[src/rtl/tm1638_arb_pkg.sv]
// Shared types and helpers for the TM1638 display arbiter.
package tm1638_arb_pkg;

    typedef enum logic {
        ST_IDLE = 1'b0,
        ST_SHOW = 1'b1
    } arb_state_t;

    // Index of the set bit in a one-hot vector of up to 8 requesters.
    function automatic logic [2:0] onehot_to_idx(input logic [7:0] oh);
        logic [2:0] idx;
        idx = 3'd0;
        for (int i = 0; i < 8; i++) begin
            idx = idx | (oh[i] ? 3'(i) : 3'd0);
        end
        return idx;
    endfunction

endpackage

[src/rtl/tm1638_display_arbiter_rr_pick.sv]
// Combinational round-robin picker: lowest candidate at or above ptr, else lowest overall.
module rr_pick #(
    parameter int N_REQ = 4
) (
    input  logic [N_REQ-1:0]         req_i,
    input  logic [$clog2(N_REQ)-1:0] ptr_i,
    input  logic [N_REQ-1:0]         excl_i,
    output logic [N_REQ-1:0]         pick_o,
    output logic                     any_o
);

    logic [N_REQ-1:0] cand_s;
    logic [N_REQ-1:0] hi_mask_s;
    logic [N_REQ-1:0] upper_s;
    logic [N_REQ-1:0] src_s;

    // Split candidates into the at-or-above-ptr window and fall back to the full set.
    always_comb begin
        cand_s = req_i & ~excl_i;
        hi_mask_s = '0;
        for (int i = 0; i < N_REQ; i++) begin
            hi_mask_s[i] = (i >= int'(ptr_i));
        end
        upper_s = cand_s & hi_mask_s;
        src_s   = (|upper_s) ? upper_s : cand_s;
    end

    assign pick_o = src_s & (~src_s + {{(N_REQ-1){1'b0}}, 1'b1});
    assign any_o  = |cand_s;

endmodule

[src/rtl/tm1638_display_arbiter.sv]
// Round-robin owner selection with minimum dwell for the shared 8-digit TM1638 display.
module tm1638_display_arbiter
    import tm1638_arb_pkg::*;
#(
    parameter int N_REQ        = 4,
    parameter int W_DIGIT      = 8,
    parameter int DWELL_CYCLES = 27_000_000
) (
    input  logic                         clock,
    input  logic                         reset,
    input  logic [N_REQ-1:0]             req,
    input  logic [N_REQ*W_DIGIT*4-1:0]   number_in,
    input  logic [N_REQ*W_DIGIT-1:0]     dots_in,
    input  logic                         hold,
    output logic [N_REQ-1:0]             grant,
    output logic                         grant_valid,
    output logic [W_DIGIT*4-1:0]         number_out,
    output logic [W_DIGIT-1:0]           dots_out,
    output logic                         blank
);

    localparam int NW = W_DIGIT * 4;
    localparam int PW = $clog2(N_REQ);
    localparam int CW = (DWELL_CYCLES > 1) ? $clog2(DWELL_CYCLES) : 1;
    localparam logic [CW-1:0] CNT_MAX = CW'(DWELL_CYCLES - 1);

    arb_state_t       state_q, state_d;
    logic [N_REQ-1:0] grant_q, grant_d;
    logic [CW-1:0]    cnt_q, cnt_d;
    logic [PW-1:0]    ptr_q, ptr_d;
    logic [NW-1:0]    number_q, number_d;
    logic [W_DIGIT-1:0] dots_q, dots_d;
    logic             blank_q, blank_d;
    logic             valid_q, valid_d;

    logic [N_REQ-1:0] excl_s;
    logic [N_REQ-1:0] pick_s;
    logic             any_s;
    logic [2:0]       pick_idx_s;
    logic [PW-1:0]    next_ptr_s;
    logic             owner_req_s;

    // While showing, the current owner never competes for the next pick.
    assign excl_s = (state_q == ST_SHOW) ? grant_q : '0;

    rr_pick #(.N_REQ(N_REQ)) u_pick (
        .req_i  (req),
        .ptr_i  (ptr_q),
        .excl_i (excl_s),
        .pick_o (pick_s),
        .any_o  (any_s)
    );

    assign pick_idx_s  = onehot_to_idx(8'(pick_s));
    assign next_ptr_s  = (pick_idx_s == 3'(N_REQ - 1)) ? '0 : PW'(pick_idx_s + 3'd1);
    assign owner_req_s = |(req & grant_q);

    // State, grant, dwell counter and pointer registers.
    always_ff @(posedge clock or posedge reset) begin
        if (reset) begin
            state_q  <= ST_IDLE;
            grant_q  <= '0;
            cnt_q    <= '0;
            ptr_q    <= '0;
            number_q <= '0;
            dots_q   <= '0;
            blank_q  <= 1'b1;
            valid_q  <= 1'b0;
        end else begin
            state_q  <= state_d;
            grant_q  <= grant_d;
            cnt_q    <= cnt_d;
            ptr_q    <= ptr_d;
            number_q <= number_d;
            dots_q   <= dots_d;
            blank_q  <= blank_d;
            valid_q  <= valid_d;
        end
    end

    // Next-state: grant from idle, release on owner drop, rotate after the dwell expires.
    always_comb begin
        state_d = state_q;
        grant_d = grant_q;
        cnt_d   = cnt_q;
        ptr_d   = ptr_q;
        case (state_q)
            ST_IDLE: begin
                if (any_s) begin
                    state_d = ST_SHOW;
                    grant_d = pick_s;
                    cnt_d   = '0;
                    ptr_d   = next_ptr_s;
                end else begin
                    grant_d = '0;
                end
            end
            ST_SHOW: begin
                if (!owner_req_s) begin
                    if (any_s) begin
                        grant_d = pick_s;
                        cnt_d   = '0;
                        ptr_d   = next_ptr_s;
                    end else begin
                        state_d = ST_IDLE;
                        grant_d = '0;
                        cnt_d   = '0;
                    end
                end else if ((cnt_q == CNT_MAX) && !hold && any_s) begin
                    grant_d = pick_s;
                    cnt_d   = '0;
                    ptr_d   = next_ptr_s;
                end else if (cnt_q != CNT_MAX) begin
                    cnt_d = cnt_q + CW'(1);
                end else begin
                    cnt_d = cnt_q;
                end
            end
            default: begin
                state_d = ST_IDLE;
                grant_d = '0;
                cnt_d   = '0;
                ptr_d   = '0;
            end
        endcase
    end

    // Output data follows the next owner so new data lands on the same edge as the grant.
    always_comb begin
        number_d = '0;
        dots_d   = '0;
        for (int i = 0; i < N_REQ; i++) begin
            number_d = number_d | (number_in[i*NW +: NW] & {NW{grant_d[i]}});
            dots_d   = dots_d | (dots_in[i*W_DIGIT +: W_DIGIT] & {W_DIGIT{grant_d[i]}});
        end
        blank_d = (state_d == ST_IDLE);
        valid_d = |grant_d;
    end

    assign grant       = grant_q;
    assign grant_valid = valid_q;
    assign number_out  = number_q;
    assign dots_out    = dots_q;
    assign blank       = blank_q;

endmodule
[config.mk]
export PLATFORM = sky130hd
export DESIGN_NAME = tm1638_display_arbiter
export DESIGN_NICKNAME = d
export VERILOG_FILES = /design/src/rtl/tm1638_arb_pkg.sv /design/src/rtl/tm1638_display_arbiter_rr_pick.sv /design/src/rtl/tm1638_display_arbiter.sv
export SDC_FILE = /design/constraint.sdc
export NUM_CORES = 1
export LEC_CHECK = 0
export CAP_MARGIN = 20
export CORE_MARGIN = 4
export CORE_UTILIZATION = 50
export DETAILED_ROUTE_END_ITERATION = 12
export PLACE_DENSITY = 0.89
export SYNTH_ARGS = -nofsm -noshare
export SYNTH_HDL_FRONTEND = slang
export SYNTH_HIERARCHICAL = 1
export SYNTH_SLANG_ARGS = --single-unit
[constraint.sdc]
create_clock -name clock -period 4.75 [get_ports clock]
set_clock_uncertainty 0.1 [all_clocks]
set_input_delay 0.7125 -clock clock [delete_from_list [all_inputs] [get_ports clock]]
set_output_delay 0.7125 -clock clock [all_outputs]
set_load 0.005 [all_outputs]
==> reports/metrics.yaml <==
worst_setup_path:
  reg2reg_depth: 9
  arrival_ns: 3.50
  path_class: "in2reg"
  r2r-start: "state_q"
  critPathCaptureType: "flop"
  critical_path.cell_chain: "clkdlybuf4s50_1 -> nand2b_2 -> nand4_1 -> nand2b_1 -> or4_1 -> o22ai_4 -> buf_4 -> a32oi_1 -> nand4_1"
  rr_endpoint: "number_out[20]"
  crit_slowest_cell: "buf_4"
  reg2reg_setup_slack_ns: 1.54
  cp.required_ns: 4.92
  max_stage_delay_ns: 0.73
  worstSetupStartpointType: "primary input"
  path_common_cell: "nand4_1"
  crit_fanout: 96
finish:
  fin_area_mm2: 0.00860
  layout.area.seq_mm2: 0.00185
  layout_commonest_cell: "clkdlybuf4s50_1"
  fill_cells: 906
  antenna_cells: 0
  area_growth_pct: 40.8
  layout_common_cells: "clkdlybuf4s50_1, and2_1, a32oi_1, dfrtp_1, nand4_1"
  multi_input_area_mm2: 0.00394
  drive_above_1_share_pct: 6.01
  nNetsFinal: 1028
die:
  start_util_pct: 50.9
  floorplan.rows: 40
  design.core.area_mm2: 0.0120
  fp.dieH_um: 119
  die_area_mm2: 0.0141
  ios: 213
  fp.dieW_um: 119
sta:
  finalHoldViolCount: 0
  max_freq_mhz: 300
  slew_headroom_pct: 10.3
  tightest_slew_ns: 1.35
  post-route-period-util_pct: 70.1
  rsz0062_at_grt: "false"
  post-route-min-period_ns: 3.33
  tns_ns: 0
  drv_slew: 0
  setup_viol_count_final: 0
global_route:
  grt_pass1_wl_um: 35200
  overflow: 0
  grt_pass1_vias: 6847
  grt_max_degree: 97
  antenna_found_initial: 0
  grt_use_total_pct: 30.8
cts:
  clk_pin_slew_ns: 0.06
  cts_made_buffers: 9
  cts_buffer_depth: 2
  insertion_delay_ns: 0.35
  ctsHoldBuffers: 0
  tritoncts: "built"
  cts_num_sinks: 74
  htreeDepth: 3
  clock-root-buffer: "clkbuf_16"
  cts_setup_buffers: 0
  cts_resized: 0
yosys:
  ys_seq_area_share_pct: 30.3
  synth_area_mm2: 0.00611
  synth_top_area_cell: "dfrtp_1"
  ys_seq_elements: 74
  yosysTopAreaCellShare_pct: 29.9
  synth.area.top_cells: "dfrtp_1, a32oi_1, and2_1, nand4_1, clkbuf_1"
  synth_edf_count: 0
  synth_cells: 705
  synth_warnings: 6
  syn-num-nets: 873
  syn-mean-instance-area_um2: 8.67
  ys_async_sr_fraction_pct: 100
  yosys_most_used_dff: "dfrtp_1"
  ys_types: 56
hold_path:
  hold_path.class: "reg2reg"
  min_from: "cnt_q[7]"
  min_to: "cnt_q[7]"
  hold_depth: 2
detailed_routing:
  drtPass1Iterations: 5
  wl_per_cell_um: 22.7
  ant_nets: 0
  drc: 0
  avgViaCountPerCell: 6.97
  vias: 7056
  finalWirelength_um: 22900
  first_iter_violations: 593
placement:
  dpl_cell_area_mm2: 0.00825
  gp_congestion: 0.892
  io_buffers: 212
  dp_hpwl_um: 15300
pwr:
  pwr_density_cell_mw_per_mm2: 509
  leakage_nw: 3.13
  vdd_ir_drop_max_v: 0.000323
flow_run:
  max-cap-violations: 0
run_status:
  status: "finished clean"
[synth_stat cells (all sizes together), types with 4 or more instances]
library cell,count
nand3,11
a211oi,8
buf,20
clkbuf,63
a22o,6
nand4,53
o211ai,6
inv,12
nand2,17
or4,14
xnor2,5
nand2b,12
and2,166
a32oi,160
or3,4
nor2,8
o21ai,6
a21oi,16
dfrtp,73
o31ai,6
[worst max-delay path by stage]
stage | start | endpoint | slack (ns)
floorplan | reset | cnt_q[0] | 2.06
global placement | req[1] | number_out[17] | 1.32
detailed placement | req[1] | number_out[20] | 1.18
CTS | req[1] | dots_out[2] | 1.47
global route | req[1] | number_out[16] | 1.16
finish | req[1] | number_out[20] | 1.42
[cell families after synthesis]
| logic type | count (synthesis) | share of synthesized area [%] |
|---|---|---|
| adders and majority gates | 1 | 0.205 |
| AOI/OAI and AO/OA | 225 | 30.8 |
| muxes | 5 | 0.860 |
| xor gates and xnor gates | 5 | 0.717 |
| and+or+nand+nor | 300 | 30.6 |
| DFF | 74 | 30.3 |
| buffers and inverters | 95 | 6.49 |
[metal layers]
| metal | part of all wire, % | track usage (%) | vias up |
|---|---|---|---|
| li1 | - | - | 3124 |
| met1 | 38 | 36.7 | 3411 |
| met2 | 48 | 50.7 | 435 |
| met3 | 10 | 9.09 | 86 |
| met4 | 4.1 | 14.8 | 0 |
| met5 | 0 | 0 | - |
[critical path: cells and delay by family]
kind | cells | cell delay (ns)
AND/OR/NAND/NOR | 5 | 1.09
buffers and inverters | 2 | 1.24
AO/OA/AOI/OAI | 2 | 0.38
[power by group]
| group | switching [mW] | total (mW) | internal [mW] | leakage (nW) |
|---|---|---|---|---|
| clock | 0.285 | 0.825 | 0.540 | 0.176 |
| combinational | 1.55 | 2.62 | 1.07 | 2.00 |
| sequential | 0.0915 | 0.932 | 0.840 | 0.956 |
| total | 1.93 | 4.38 | 2.45 | 3.13 |
[registers in the layout, indices dropped and copies added, names as in the netlist]
| register | count |
|---|---|
| number_out | 32 |
| cnt_q | 25 |
| dots_out | 8 |
| grant | 4 |
| ptr_q | 2 |
| blank | 1 |
| grant_valid | 1 |
| state_q | 1 |
[layout make-up]
| class | count | share of cell area [%] |
|---|---|---|
| Sequential cell | 74 | 21.5 |
| Clock inverter | 5 | 1.16 |
| Clock buffer | 11 | 2.94 |
| Inverter | 12 | 0.523 |
| Multi-Input combinational cell | 536 | 45.7 |
| Tap cell | 147 | 2.14 |
| Timing Repair Buffer | 227 | 26.0 |
[metrics by stage]
step	hold slack, ns	utilization [%]	power, mW	std cells	worst slack, ns
floorplan	0.426	-	2.52	705	2.06
global placement	0.454	68.7	3.40	996	1.32
detailed placement	0.466	68.7	3.50	996	1.18
CTS	0.474	71.6	4.33	1012	1.47
global route	0.487	71.6	4.60	1012	1.16
finish	0.483	71.6	4.38	1012	1.42
(Power assumes the default switching activity.)
